[config.mk]
export PLATFORM = sky130hd
export DESIGN_NAME = video_timing_gen_flat
export DESIGN_NICKNAME = d
export VERILOG_FILES = /design/src/rtl/video_timing_gen_if.sv /design/src/rtl/video_timing_gen.sv /design/src/flat_wrapper.sv
export SDC_FILE = /design/constraint.sdc
export NUM_CORES = 1
export LEC_CHECK = 0
export BUFFER_PORTS_ARGS = -buffer_cell sky130_fd_sc_hd__buf_2
export CORE_UTILIZATION = 44
export DETAILED_ROUTE_END_ITERATION = 12
export SETUP_SLACK_MARGIN = 0.05
export SLEW_MARGIN = 25
export SYNTH_ARGS = -nofsm -noshare
export SYNTH_HDL_FRONTEND = slang
export SYNTH_SLANG_ARGS = --single-unit
[constraint.sdc]
create_clock -name clk -period 6.5 [get_ports clk]
set_clock_uncertainty 0.15 [all_clocks]
set_input_delay 1.3 -clock clk [delete_from_list [all_inputs] [get_ports clk]]
set_output_delay 1.3 -clock clk [all_outputs]
set_load 0.05 [all_outputs]
[src/rtl/video_timing_gen_if.sv]
// rtl/video_timing_gen_if.sv - video stream from the timing generator to the line-buffer controller
interface video_timing_gen_if #(
   parameter int DW = 10
);
   logic          o_vsync;
   logic          o_hsync;
   logic          o_de;
   logic          o_frame_start;
   logic [DW-1:0] o_red;
   logic [DW-1:0] o_green;
   logic [DW-1:0] o_blue;

   modport master (
      output o_vsync, o_hsync, o_de, o_frame_start, o_red, o_green, o_blue
   );

   modport slave (
      input  o_vsync, o_hsync, o_de, o_frame_start, o_red, o_green, o_blue
   );
endinterface

[src/rtl/video_timing_gen.sv]
// rtl/video_timing_gen.sv - programmable vsync/hsync/de timing with RGB test patterns
module video_timing_gen #(
   parameter int TW = 6,
   parameter int DW = 10
) (
   input  logic          clk,
   input  logic          rst_n,
   input  logic          i_en,
   input  logic [TW-1:0] i_vsw,
   input  logic [TW-1:0] i_vbp,
   input  logic [TW-1:0] i_vact,
   input  logic [TW-1:0] i_vfp,
   input  logic [TW-1:0] i_hsw,
   input  logic [TW-1:0] i_hbp,
   input  logic [TW-1:0] i_hact,
   input  logic [TW-1:0] i_hfp,
   input  logic [1:0]    i_pattern,
   video_timing_gen_if.master vid,
   output logic          o_busy,
   output logic          o_cfg_err
);

   typedef enum logic {IDLE, RUN} state_t;

   state_t        r_state;
   logic [TW-1:0] r_vsw, r_vbp, r_vact, r_vfp;
   logic [TW-1:0] r_hsw, r_hbp, r_hact, r_hfp;
   logic [1:0]    r_pat;
   logic [7:0]    r_h_cnt, r_v_cnt;
   logic [9:0]    r_frame_cnt;
   logic          r_cfg_err;
   logic          r_vsync, r_hsync, r_de, r_frame_start;
   logic [DW-1:0] r_red, r_green, r_blue;

   logic          w_cfg_ok;
   logic [7:0]    w_htot, w_vtot;
   logic          w_h_last, w_v_last;
   logic          w_start, w_reload, w_load;
   logic [7:0]    w_hact_lo, w_hact_hi, w_vact_lo, w_vact_hi;
   logic          w_de;
   logic [TW-1:0] w_x, w_y;
   logic [DW-1:0] w_r, w_g, w_b;

   // Live (unlatched) config check: syncs and active regions must be nonzero
   assign w_cfg_ok = (i_hsw != '0) && (i_hact != '0) && (i_vsw != '0) && (i_vact != '0);

   // Totals and region bounds always come from the per-frame latched copy
   assign w_htot    = 8'(r_hsw) + 8'(r_hbp) + 8'(r_hact) + 8'(r_hfp);
   assign w_vtot    = 8'(r_vsw) + 8'(r_vbp) + 8'(r_vact) + 8'(r_vfp);
   assign w_h_last  = (r_h_cnt == w_htot - 8'd1);
   assign w_v_last  = (r_v_cnt == w_vtot - 8'd1);
   assign w_hact_lo = 8'(r_hsw) + 8'(r_hbp);
   assign w_hact_hi = w_hact_lo + 8'(r_hact);
   assign w_vact_lo = 8'(r_vsw) + 8'(r_vbp);
   assign w_vact_hi = w_vact_lo + 8'(r_vact);

   assign w_start  = (r_state == IDLE) && i_en && w_cfg_ok;
   assign w_reload = (r_state == RUN) && w_h_last && w_v_last && i_en && w_cfg_ok;
   assign w_load   = w_start || w_reload;

   assign w_de = (r_v_cnt >= w_vact_lo) && (r_v_cnt < w_vact_hi) &&
                 (r_h_cnt >= w_hact_lo) && (r_h_cnt < w_hact_hi);
   assign w_x  = TW'(r_h_cnt - w_hact_lo);
   assign w_y  = TW'(r_v_cnt - w_vact_lo);

   // Pattern decode of the active coordinate; black outside the active window
   always_comb begin
      w_r = '0;
      w_g = '0;
      w_b = '0;
      if (w_de) begin
         case (r_pat)
            2'd0: begin
               w_r = DW'({w_x, 4'b0000});
               w_g = w_r;
               w_b = w_r;
            end
            2'd1: begin
               w_r = DW'({w_y, 4'b0000});
               w_g = w_r;
               w_b = w_r;
            end
            2'd2: begin
               w_r = {DW{w_x[0] ^ w_y[0]}};
               w_g = w_r;
               w_b = w_r;
            end
            default: begin
               w_r = DW'(r_frame_cnt);
               w_g = DW'(w_y);
               w_b = DW'(w_x);
            end
         endcase
      end
   end

   // Latch timing fields and pattern at frame boundaries only
   always_ff @(posedge clk or negedge rst_n) begin
      if (!rst_n) begin
         r_vsw  <= '0;
         r_vbp  <= '0;
         r_vact <= '0;
         r_vfp  <= '0;
         r_hsw  <= '0;
         r_hbp  <= '0;
         r_hact <= '0;
         r_hfp  <= '0;
         r_pat  <= '0;
      end else if (w_load) begin
         r_vsw  <= i_vsw;
         r_vbp  <= i_vbp;
         r_vact <= i_vact;
         r_vfp  <= i_vfp;
         r_hsw  <= i_hsw;
         r_hbp  <= i_hbp;
         r_hact <= i_hact;
         r_hfp  <= i_hfp;
         r_pat  <= i_pattern;
      end
   end

   // Run/idle FSM with counters and registered video outputs (one cycle behind the counters)
   always_ff @(posedge clk or negedge rst_n) begin
      if (!rst_n) begin
         r_state       <= IDLE;
         r_h_cnt       <= '0;
         r_v_cnt       <= '0;
         r_frame_cnt   <= '0;
         r_cfg_err     <= 1'b0;
         r_vsync       <= 1'b0;
         r_hsync       <= 1'b0;
         r_de          <= 1'b0;
         r_frame_start <= 1'b0;
         r_red         <= '0;
         r_green       <= '0;
         r_blue        <= '0;
      end else begin
         if (r_state == RUN) begin
            r_vsync       <= (r_v_cnt < 8'(r_vsw));
            r_hsync       <= (r_h_cnt < 8'(r_hsw));
            r_de          <= w_de;
            r_frame_start <= (r_h_cnt == 8'd0) && (r_v_cnt == 8'd0);
            r_red         <= w_r;
            r_green       <= w_g;
            r_blue        <= w_b;
         end else begin
            r_vsync       <= 1'b0;
            r_hsync       <= 1'b0;
            r_de          <= 1'b0;
            r_frame_start <= 1'b0;
            r_red         <= '0;
            r_green       <= '0;
            r_blue        <= '0;
         end

         case (r_state)
            IDLE: begin
               if (i_en) begin
                  if (w_cfg_ok) begin
                     r_state   <= RUN;
                     r_h_cnt   <= '0;
                     r_v_cnt   <= '0;
                     r_cfg_err <= 1'b0;
                  end else begin
                     r_cfg_err <= 1'b1;
                  end
               end
            end
            default: begin
               if (w_h_last) begin
                  r_h_cnt <= '0;
                  if (w_v_last) begin
                     r_v_cnt <= '0;
                     if (w_reload) begin
                        r_frame_cnt <= r_frame_cnt + 10'd1;
                     end else begin
                        r_state <= IDLE;
                        if (i_en) r_cfg_err <= 1'b1;
                     end
                  end else begin
                     r_v_cnt <= r_v_cnt + 8'd1;
                  end
               end else begin
                  r_h_cnt <= r_h_cnt + 8'd1;
               end
            end
         endcase
      end
   end

   assign vid.o_vsync       = r_vsync;
   assign vid.o_hsync       = r_hsync;
   assign vid.o_de          = r_de;
   assign vid.o_frame_start = r_frame_start;
   assign vid.o_red         = r_red;
   assign vid.o_green       = r_green;
   assign vid.o_blue        = r_blue;
   assign o_busy            = (r_state == RUN);
   assign o_cfg_err         = r_cfg_err;

endmodule

[src/flat_wrapper.sv]
// flat-port wrapper written by rule: the top's interface ports become plain ports
module video_timing_gen_flat 
#(
   parameter int TW = 6,
   parameter int DW = 10
)
  (clk, rst_n, i_en, i_vsw, i_vbp, i_vact, i_vfp, i_hsw, i_hbp, i_hact, i_hfp, i_pattern, o_busy, o_cfg_err, vid_o_vsync, vid_o_hsync, vid_o_de, vid_o_frame_start, vid_o_red, vid_o_green, vid_o_blue);
  video_timing_gen_if #(.DW(DW)) vid_i ();
  input  logic clk;
  input  logic rst_n;
  input  logic i_en;
  input  logic [TW-1:0] i_vsw;
  input  logic [TW-1:0] i_vbp;
  input  logic [TW-1:0] i_vact;
  input  logic [TW-1:0] i_vfp;
  input  logic [TW-1:0] i_hsw;
  input  logic [TW-1:0] i_hbp;
  input  logic [TW-1:0] i_hact;
  input  logic [TW-1:0] i_hfp;
  input  logic [1:0] i_pattern;
  output logic o_busy;
  output logic o_cfg_err;
  output wire logic [$bits(vid_i.o_vsync)-1:0] vid_o_vsync;
  output wire logic [$bits(vid_i.o_hsync)-1:0] vid_o_hsync;
  output wire logic [$bits(vid_i.o_de)-1:0] vid_o_de;
  output wire logic [$bits(vid_i.o_frame_start)-1:0] vid_o_frame_start;
  output wire logic [$bits(vid_i.o_red)-1:0] vid_o_red;
  output wire logic [$bits(vid_i.o_green)-1:0] vid_o_green;
  output wire logic [$bits(vid_i.o_blue)-1:0] vid_o_blue;
  assign vid_o_vsync = vid_i.o_vsync;
  assign vid_o_hsync = vid_i.o_hsync;
  assign vid_o_de = vid_i.o_de;
  assign vid_o_frame_start = vid_i.o_frame_start;
  assign vid_o_red = vid_i.o_red;
  assign vid_o_green = vid_i.o_green;
  assign vid_o_blue = vid_i.o_blue;
  video_timing_gen #(.TW(TW), .DW(DW)) u_core (.clk(clk), .rst_n(rst_n), .i_en(i_en), .i_vsw(i_vsw), .i_vbp(i_vbp), .i_vact(i_vact), .i_vfp(i_vfp), .i_hsw(i_hsw), .i_hbp(i_hbp), .i_hact(i_hact), .i_hfp(i_hfp), .i_pattern(i_pattern), .vid(vid_i), .o_busy(o_busy), .o_cfg_err(o_cfg_err));
endmodule
## Word level (Yosys, flattened, before mapping)

Cells that the tools add are included.
W data, S select, Z words.

| storage, ports and cells | value |
|---|---|
| register bits after elaboration | 112 |
| output and inout port bits | 36 |
| word-level logic and storage cells | 110 |

| cells by class | value |
|---|---|
| $add $sub $neg | 13 |
| $lt $le $gt $ge | 6 |
| equality and inequality tests | 8 |
| multiplexer cells | 33 |
| bitwise gates (word level) | 2 |
| reduce and logical (&&, ||, !) cells | 27 |

Operator list:

| kind | number |
|---|---|
| $pmux W10 S3 | 3 |
| $mux W10 | 6 |
| $mux W8 | 7 |
| $reduce_bool A6 Y1 | 4 |
| $mux W1 | 17 |
| $add A7 B6 Y8 | 2 |
| $add A8 B1 Y8 const B | 2 |
| $add A8 B6 Y8 | 2 |
| $eq A8 B8 Y1 | 2 |
| $ge A8 B7 Y1 | 2 |
| $logic_not A8 Y1 | 2 |
| $lt A8 B6 Y1 | 2 |
| $lt A8 B8 Y1 | 2 |
| $sub A8 B1 Y8 const B | 2 |
| $add A6 B6 Y7 | 2 |
| $logic_and A1 B1 Y1 | 13 |
| $sub A6 B6 Y6 | 2 |
| $add A10 B1 Y10 const B | 1 |
| $ne A2 B2 Y1 const B | 3 |
| $reduce_and A5 Y1 | 1 |
| $ne A4 B4 Y1 const B | 1 |
| $reduce_and A4 Y1 | 1 |
| $reduce_bool A2 Y1 | 2 |
| $reduce_and A3 Y1 | 1 |
| 7 further kinds | 7 |

## Logic depth before layout (Yosys ltp)

Gate-level depths: netlist (run 1).

| depth | value |
|---|---|
| depth in word-level cells | 13 |
| gate-level depth with buffers | 23 |

## Least setup slack after synthesis (run 1)

OpenSTA, ideal clock, no wires.

| timing path | value |
|---|---|
| kind | flip-flop to flip-flop |
| from | register u_core.r_hsw[0] |
| to | register u_core.r_hact[0] |
| arrival | 4596 ps |
| required time | 6225 ps |
| path slack | 1629 ps |
| stages on the path, launching flop included | 23 |
| clock period less this slack | 4871 ps |
| cells stage by stage | dfrtp_1 ha_1 inv_1 fa_1 nor2b_1 o21ai_0 nand2b_1 xor2_1 ha_1 a21o_1 nor2_1 xor2_1 xor2_1 ha_1 o21ai_0 o21bai_1 a21oi_1 xnor2_1 xor3_2 o41ai_4 nand2_2 buf_6 mux2_4 |

| between the ends | value |
|---|---|
| longest elaborated chain between the ends | 10 |

Ends and longest elaborated chain:

| item | line | RTL |
|---|---|---|
| start: declaration | video_timing_gen.sv:27 | `logic [TW-1:0] r_hsw, r_hbp, r_hact, r_hfp;` |
| start signal: assignment | video_timing_gen.sv:114 | `r_hsw <= i_hsw;` |
| $add A6 B6 Y7 | video_timing_gen.sv:48 | `assign w_htot = 8'(r_hsw) + 8'(r_hbp) + 8'(r_hact) + 8'(r_hfp);` |
| $add A7 B6 Y8 | video_timing_gen.sv:48 |  |
| $add A8 B6 Y8 | video_timing_gen.sv:48 |  |
| $sub A8 B1 Y8 | video_timing_gen.sv:50 | `assign w_h_last = (r_h_cnt == w_htot - 8'd1);` |
| $eq A8 B8 Y1 | video_timing_gen.sv:50 |  |
| $logic_and A1 B1 Y1 (4 in series) | video_timing_gen.sv:58 | `assign w_reload = (r_state == RUN) && w_h_last && w_v_last && i_en && w_cfg_ok;` |
| $logic_or A1 B1 Y1 | video_timing_gen.sv:59 | `assign w_load = w_start \|\| w_reload;` |
| end signal: assignment | video_timing_gen.sv:116 | `r_hact <= i_hact;` |
| end: declaration | video_timing_gen.sv:27 |  |

No other way between the ends.
A chain may end at the register's enable or synchronous reset.

## Worst setup path in the final report (run 1)

| timing path | value |
|---|---|
| from | register u_core.r_vsw[0] |
| to | register u_core.r_vfp[0] |

| between the ends | value |
|---|---|
| longest elaborated chain between the ends | 9 |

Ends and longest elaborated chain:

| item | line | RTL |
|---|---|---|
| start: declaration | video_timing_gen.sv:26 | `logic [TW-1:0] r_vsw, r_vbp, r_vact, r_vfp;` |
| start signal: assignment | video_timing_gen.sv:110 | `r_vsw <= i_vsw;` |
| $add A6 B6 Y7 | video_timing_gen.sv:49 | `assign w_vtot = 8'(r_vsw) + 8'(r_vbp) + 8'(r_vact) + 8'(r_vfp);` |
| $add A7 B6 Y8 | video_timing_gen.sv:49 |  |
| $add A8 B6 Y8 | video_timing_gen.sv:49 |  |
| $sub A8 B1 Y8 | video_timing_gen.sv:51 | `assign w_v_last = (r_v_cnt == w_vtot - 8'd1);` |
| $eq A8 B8 Y1 | video_timing_gen.sv:51 |  |
| $logic_and A1 B1 Y1 (3 in series) | video_timing_gen.sv:58 |  |
| $logic_or A1 B1 Y1 | video_timing_gen.sv:59 |  |
| end signal: assignment | video_timing_gen.sv:113 | `r_vfp <= i_vfp;` |
| end: declaration | video_timing_gen.sv:26 |  |

No other way between the ends.

==> flow_summary.toml, run 1 <==
[global_routing]
overflow = 0
antenna_found_initial = 0
track_usage_pct = 20.8
grt_pass1_vias = 5509
grt_max_degree = 66
grt_first_pass_wirelength_mm = 29.4

[synthesis]
synth-edff-count = 0
synth_top_family_by_area = "adder cells"
syn_nets = 934
yosys.area_share.simple_pct = 13.2
synth_mux_area_share_pct = 10.3
ys.warnings.count = 0
synth_xor_xnor_area_share_pct = 7.55
synth_cell_type_count = 64
synth_fa_ha_area_share_pct = 16.4
synth-async-reset-ratio_pct = 100
yosysSeqAreaShare_pct = 34.2
synth_seq_cells = 108
synth-compound-area-share_pct = 12.6
syn_inst = 784
syn_area_um2 = 7900
synth_flop_cell = "dfrtp_1"
syn_avg_cell_area_um2 = 10.1

[cells_and_area]
mostFrequentLayoutCells = "dfrtp_1 (108), ha_1 (89), buf_2 (87)"
antenna_cells = 0
final_common_cell = "dfrtp_1"
nFillCells = 1613
multi_input_area_um2 = 4740
drive_above_1_share_pct = 19.9
layout-area-overhead-vs-synth_pct = 12.3
register_area_um2 = 2700
nets = 1010

[sta]
hold_viol_final = 0
setup_tns_ns = 0
setup_viol = 0
rsz0062_at_grt = "no"
fin_crit_ns = 5.66
fmax_mhz = 177
fin_crit_sh_pct = 87.1
relSlewSlack_pct = 43.3
slew_viol_final = 0
tightest_slew_ns = 0.850

[die]
coreArea_um2 = 17400
die_h_um = 136
dieArea_um2 = 18500
ios = 89
initial_utilization_pct = 45.4
rows = 48
dieWidth_um = 136

[power_and_ir_drop]
p_total_mw = 1.36
p_leak_nw = 4.53
p_int_mw = 1.06
p_per_area_nw_per_um2 = 153
peakVddDrop_uv = 126
seqPwrFrac_pct = 49.4
p_sw_mw = 0.294
p_clk_share_pct = 47.8
swShare_pct = 21.6
comb_power_share_pct = 2.7

[setup_path]
crit_chain = "ha_1 > inv_1 > fa_1 > nor2b_1 > o21ai_0 > nand2b_1 > xor2_1 > ha_1 > xnor2_1 > ha_1 > inv_1 > ha_1 > a21oi_1 > nand2_1 > or4_1 > nand4_1 > xor3_1 > o41ai_4 > nand2_4 > buf_12 > mux2_4"
slowest_delay_ns = 0.42
crit_type = "reg -> reg"
cp_common_cell = "ha_1"
cp-start-kind = "flop"
worstPathMaxFanout = 37
cp-end-kind = "flop"
crit_required_ns = 6.60
arrival_ns = 5.76
crit_slowest_cell = "o41ai_4"

[clocking]
clk_latency_ns = 0.36
clockBufferDepth = 2
cts_inserted_buffers = 9
cts-root-buf = "clkbuf_16"
cts_hold_buffers = 0
tritoncts = "yes"
post_cts_buffers = 0
cts.clk_slew.worst_paths_ns = 0.08
numClockSinks = 108
htreeDepth = 3
cts_resized = 0

[drt]
vias = 5708
ant_nets = 0
met2_length_mm = 7.71
drc_errors = 0
m1WireLength_mm = 8.97
via_per_inst = 5.24
wirelength_mm = 17.5
drt_iter0_drc = 187
drt_first_pass_iters = 5
wire_per_inst_um = 16.1
topRoutingLayerUsed = "met4"
wl_met3_um = 622

[placement]
portBuffers = 88
gp_congestion = 0.817
place_hpwl_mm = 13.4

[outcome]
status = "finished clean"

[run]
max_cap_viol_count = 0

[worst_hold_path]
min_path_type = "reg -> reg"
flip-flops by register name (all words and copies together), names as in the netlist:
register,count
u_core.o_busy,1
u_core.o_cfg_err,1
u_core.r_frame_cnt,10
u_core.r_h_cnt,8
u_core.r_hact,6
u_core.r_hbp,6
u_core.r_hfp,6
u_core.r_hsw,6
u_core.r_pat,2
u_core.r_v_cnt,8
u_core.r_vact,6
u_core.r_vbp,6
u_core.r_vfp,6
u_core.r_vsw,6
u_core.vid.o_blue,7
u_core.vid.o_de,1
u_core.vid.o_frame_start,1
u_core.vid.o_green,9
u_core.vid.o_hsync,1
u_core.vid.o_red,10
u_core.vid.o_vsync,1
area by class of cell:
class / count / area share (%)
flip-flops and latches: 108 / 30.5
repair buffers: 94 / 5.64
clock inverters: 7 / 1.40
inverters: 79 / 3.34
multi-input cells: 568 / 53.5
clock buffers: 9 / 2.54
well taps: 225 / 3.17
synthesized netlist by cell type (5+ instances only):
cell type	count	area, um2
o2bb2ai_1	5	43.8
nand2_1	34	128
inv_1	79	297
buf_6	5	56.3
a31oi_1	9	56.3
xor2_1	20	175
o21ai_1	5	25.0
nor3_1	19	95.1
o21a_1	5	37.5
ha_1	89	1110
dfrtp_1	108	2700
nor3b_1	11	82.6
nor2_1	37	139
nor2b_1	14	87.6
o21ai_0	27	135
o21bai_1	7	52.6
nand2b_1	18	113
or4_1	5	37.5
a21oi_1	61	305
xnor2_1	40	350
nand4_1	9	56.3
clkbuf_1	17	63.8
nand3_1	18	90.1
a21o_1	14	105
fa_1	8	160
mux2_4	50	751
path summary, 6_finish.rpt:
path	startpoint	endpoint	slack, ns	depth (start not counted)
worst max-delay path	u_core.r_vsw[0]$_DFFE_PN0P_	u_core.r_vfp[0]$_DFFE_PN0P_	0.84	21
worst min-delay path	u_core.r_frame_cnt[9]$_DFFE_PN0P_	u_core.r_frame_cnt[9]$_DFFE_PN0P_	0.34	1
worst max register to register	u_core.r_vsw[0]$_DFFE_PN0P_	u_core.r_vfp[0]$_DFFE_PN0P_	0.84	21
worst min register to register	u_core.r_frame_cnt[9]$_DFFE_PN0P_	u_core.r_frame_cnt[9]$_DFFE_PN0P_	0.34	1
max in group asynchronous	rst_n	u_core.o_busy$_DFF_PN0_	4.18	2
min in group asynchronous	rst_n	u_core.vid.o_green[5]$_DFF_PN0_	0.90	1
cells by family after synthesis:
family,count (synthesis)
and+or+nand+nor,193
AOI/OAI and AO/OA,157
buffers and inverters,108
DFF,108
adders and majority gates,99
xor gates and xnor gates,63
muxes,56
per-stage QoR:
stage / setup slack, ns / cells / cell area (um2) / utilization [%] / hold slack [ns]
5_1_grt: 0.349 / 1090 / 8870 / 50.9 / 0.367
3_3_place_gp: 0.921 / 1074 / 8520 / 48.9 / 0.324
6_report: 0.837 / 1090 / 8870 / 50.9 / 0.341
4_1_cts: 0.852 / 1090 / 8870 / 50.9 / 0.340
2_1_floorplan: 1.63 / 784 / 7900 / - / 0.295
3_5_place_dp: 0.878 / 1074 / 8520 / 48.9 / 0.328
metal layers:
layer | global-route usage, % | up-vias
met1 | 30.4 | 2671
met3 | 2.68 | 15
met2 | 32.0 | 127
li1 | - | 2895
met5 | 0 | -
met4 | 5.62 | 0
worst max-delay path, delay by kind of cell, from the launching register on:
family | cells | cell delay, ns
AOI/OAI and AO/OA | 3 | 0.67
xor gates and xnor gates | 3 | 0.89
adders and majority gates | 5 | 1.44
buffers and inverters | 3 | 0.43
DFF | 1 | 0.39
muxes | 1 | 0.32
and+or+nand+nor | 6 | 1.24
power by group through the flow:
stage	registers, mW	clock network (mW)	logic (mW)
after floorplan	0.685	0	0.00415
after global placement	0.685	0	0.0388
after detailed placement	0.685	0	0.0389
after CTS	0.671	0.664	0.0389
after global routing	0.671	0.696	0.0423
final	0.671	0.650	0.0371
No activity file was read; power rests on OpenSTA's default activity.
==> inputs of run 2 (changes only) <==
BUFFER_PORTS_ARGS = -buffer_cell sky130_fd_sc_hd__clkbuf_2   (was -buffer_cell sky130_fd_sc_hd__buf_2)
==> run 2 against run 1 <==
Core utilization fell by 0.46 points. Flip-flop and latch count did not move. Sequential share of layout area rose by 0.28 points. Highest routed layer unchanged. Largest power group unchanged. Total power fell by 9.2%. Via count fell by 0.98%.
==> flow_summary.toml, run 2 (synthesis gave the netlist of run 1 again) <==
[sta]
relSlewSlack_pct = 42.6
fin_crit_sh_pct = 87.8
fmax_mhz = 175
tightest_slew_ns = 0.861
slew_viol_final = 0
fin_crit_ns = 5.70
setup_tns_ns = 0
rsz0062_at_grt = "no"
setup_viol = 0
hold_viol_final = 0
whs_ns = 0.338

[global_routing]
grt_pass1_vias = 5448
track_usage_pct = 20.5
grt_first_pass_wirelength_mm = 28.9
grt_max_degree = 65
overflow = 0
antenna_found_initial = 0

[cells_and_area]
nFillCells = 1630
final_common_cell = "dfrtp_1"
layout-area-overhead-vs-synth_pct = 11.3
final_util_pct = 50.5
mostFrequentLayoutCells = "dfrtp_1 (108), ha_1 (89), clkbuf_2 (87)"
drive_above_1_share_pct = 19.8
multi_input_area_um2 = 4740
antenna_cells = 0
fin_area_um2 = 8790
nets = 1010
register_area_um2 = 2700

[setup_path]
crit_slowest_cell = "o41ai_4"
worstPathMaxFanout = 36
slowest_delay_ns = 0.44
arrival_ns = 5.80
cp-start-kind = "flop"
crit_chain = "ha_1 > inv_1 > fa_1 > xnor2_1 > ha_1 > nor2b_1 > o21ai_1 > nand2b_1 > xnor2_1 > ha_1 > inv_1 > ha_1 > a21oi_1 > nand2_1 > or4_1 > nand4_1 > xor3_1 > o41ai_4 > nand2_4 > buf_12 > mux2_4"
crit_required_ns = 6.60
cp-end-kind = "flop"
crit_type = "reg -> reg"
cp_common_cell = "ha_1"

[drt]
ant_nets = 0
wirelength_mm = 17.4
via_per_inst = 5.19
wire_per_inst_um = 16.0
drt_iter0_drc = 253
drt_first_pass_iters = 4
vias = 5652
drc_errors = 0

[clocking]
htreeDepth = 3
cts_hold_buffers = 0
numClockSinks = 108
cts_inserted_buffers = 9
clk_latency_ns = 0.36
cts.clk_slew.worst_paths_ns = 0.08
cts_resized = 0
clockBufferDepth = 2
post_cts_buffers = 0
cts-root-buf = "clkbuf_16"
tritoncts = "yes"

[power_and_ir_drop]
p_total_mw = 1.23
p_leak_nw = 4.48
p_per_area_nw_per_um2 = 140
peakVddDrop_uv = 130

[die]
ios = 89
coreArea_um2 = 17400
initial_utilization_pct = 45.4
rows = 48
die_h_um = 136
dieArea_um2 = 18500
dieWidth_um = 136

[placement]
gp_congestion = 0.816
portBuffers = 88
placed_area_um2 = 8520
place_hpwl_mm = 13.5

[run]
max_cap_viol_count = 0

[outcome]
status = "finished clean"

[worst_hold_path]
min_path_type = "reg -> reg"
## run 2: routing by layer
metal	part of all wire [%]	vias to the layer above	global-route usage (%)
met5	0	-	0
met1	52	2602	30.1
li1	-	2890	-
met3	3.7	23	2.27
met2	43	137	31.0
met4	1.8	0	7.28
## run 2: worst paths after layout
check / startpoint / slack (ns) / to / cells after the start
min in group asynchronous: rst_n / 0.89 / u_core.vid.o_blue[3]$_DFF_PN0_ / 1
max in group asynchronous: rst_n / 4.18 / u_core.o_cfg_err$_DFFE_PN0P_ / 2
min reg2reg: u_core.r_frame_cnt[9]$_DFFE_PN0P_ / 0.34 / u_core.r_frame_cnt[9]$_DFFE_PN0P_ / 1
max: u_core.r_vsw[0]$_DFFE_PN0P_ / 0.80 / u_core.r_vfp[2]$_DFFE_PN0P_ / 21
max reg2reg: u_core.r_vsw[0]$_DFFE_PN0P_ / 0.80 / u_core.r_vfp[2]$_DFFE_PN0P_ / 21
min: u_core.r_frame_cnt[9]$_DFFE_PN0P_ / 0.34 / u_core.r_frame_cnt[9]$_DFFE_PN0P_ / 1
## run 2: critical path: cells and delay by family (launching register included)
kind / cells / cell delay [ns]
AOI/OAI and AO/OA: 3 / 0.72
muxes: 1 / 0.32
adders and majority gates: 5 / 1.52
xor gates and xnor gates: 3 / 0.82
DFF: 1 / 0.39
and+or+nand+nor: 6 / 1.24
buffers and inverters: 3 / 0.41
## run 2: layout make-up
| class | instances | share of cell area, % |
|---|---|---|
| multi-input cells | 568 | 53.9 |
| clock inverters | 6 | 0.455 |
| inverters | 79 | 3.37 |
| repair buffers | 94 | 5.69 |
| clock buffers | 10 | 2.60 |
| flip-flops and latches | 108 | 30.7 |
| well taps | 225 | 3.20 |
## run 2: through the flow
step | worst slack (ns) | std cells
CTS | 0.776 | 1090
floorplan | 1.63 | 784
finish | 0.796 | 1090
global placement | 0.901 | 1074
global route | 0.345 | 1090
detailed placement | 0.802 | 1074
## run 2: power by group
part           switching (mW)  internal [mW]
clock network           0.264          0.261
logic                  0.0234         0.0137
registers                   0          0.671
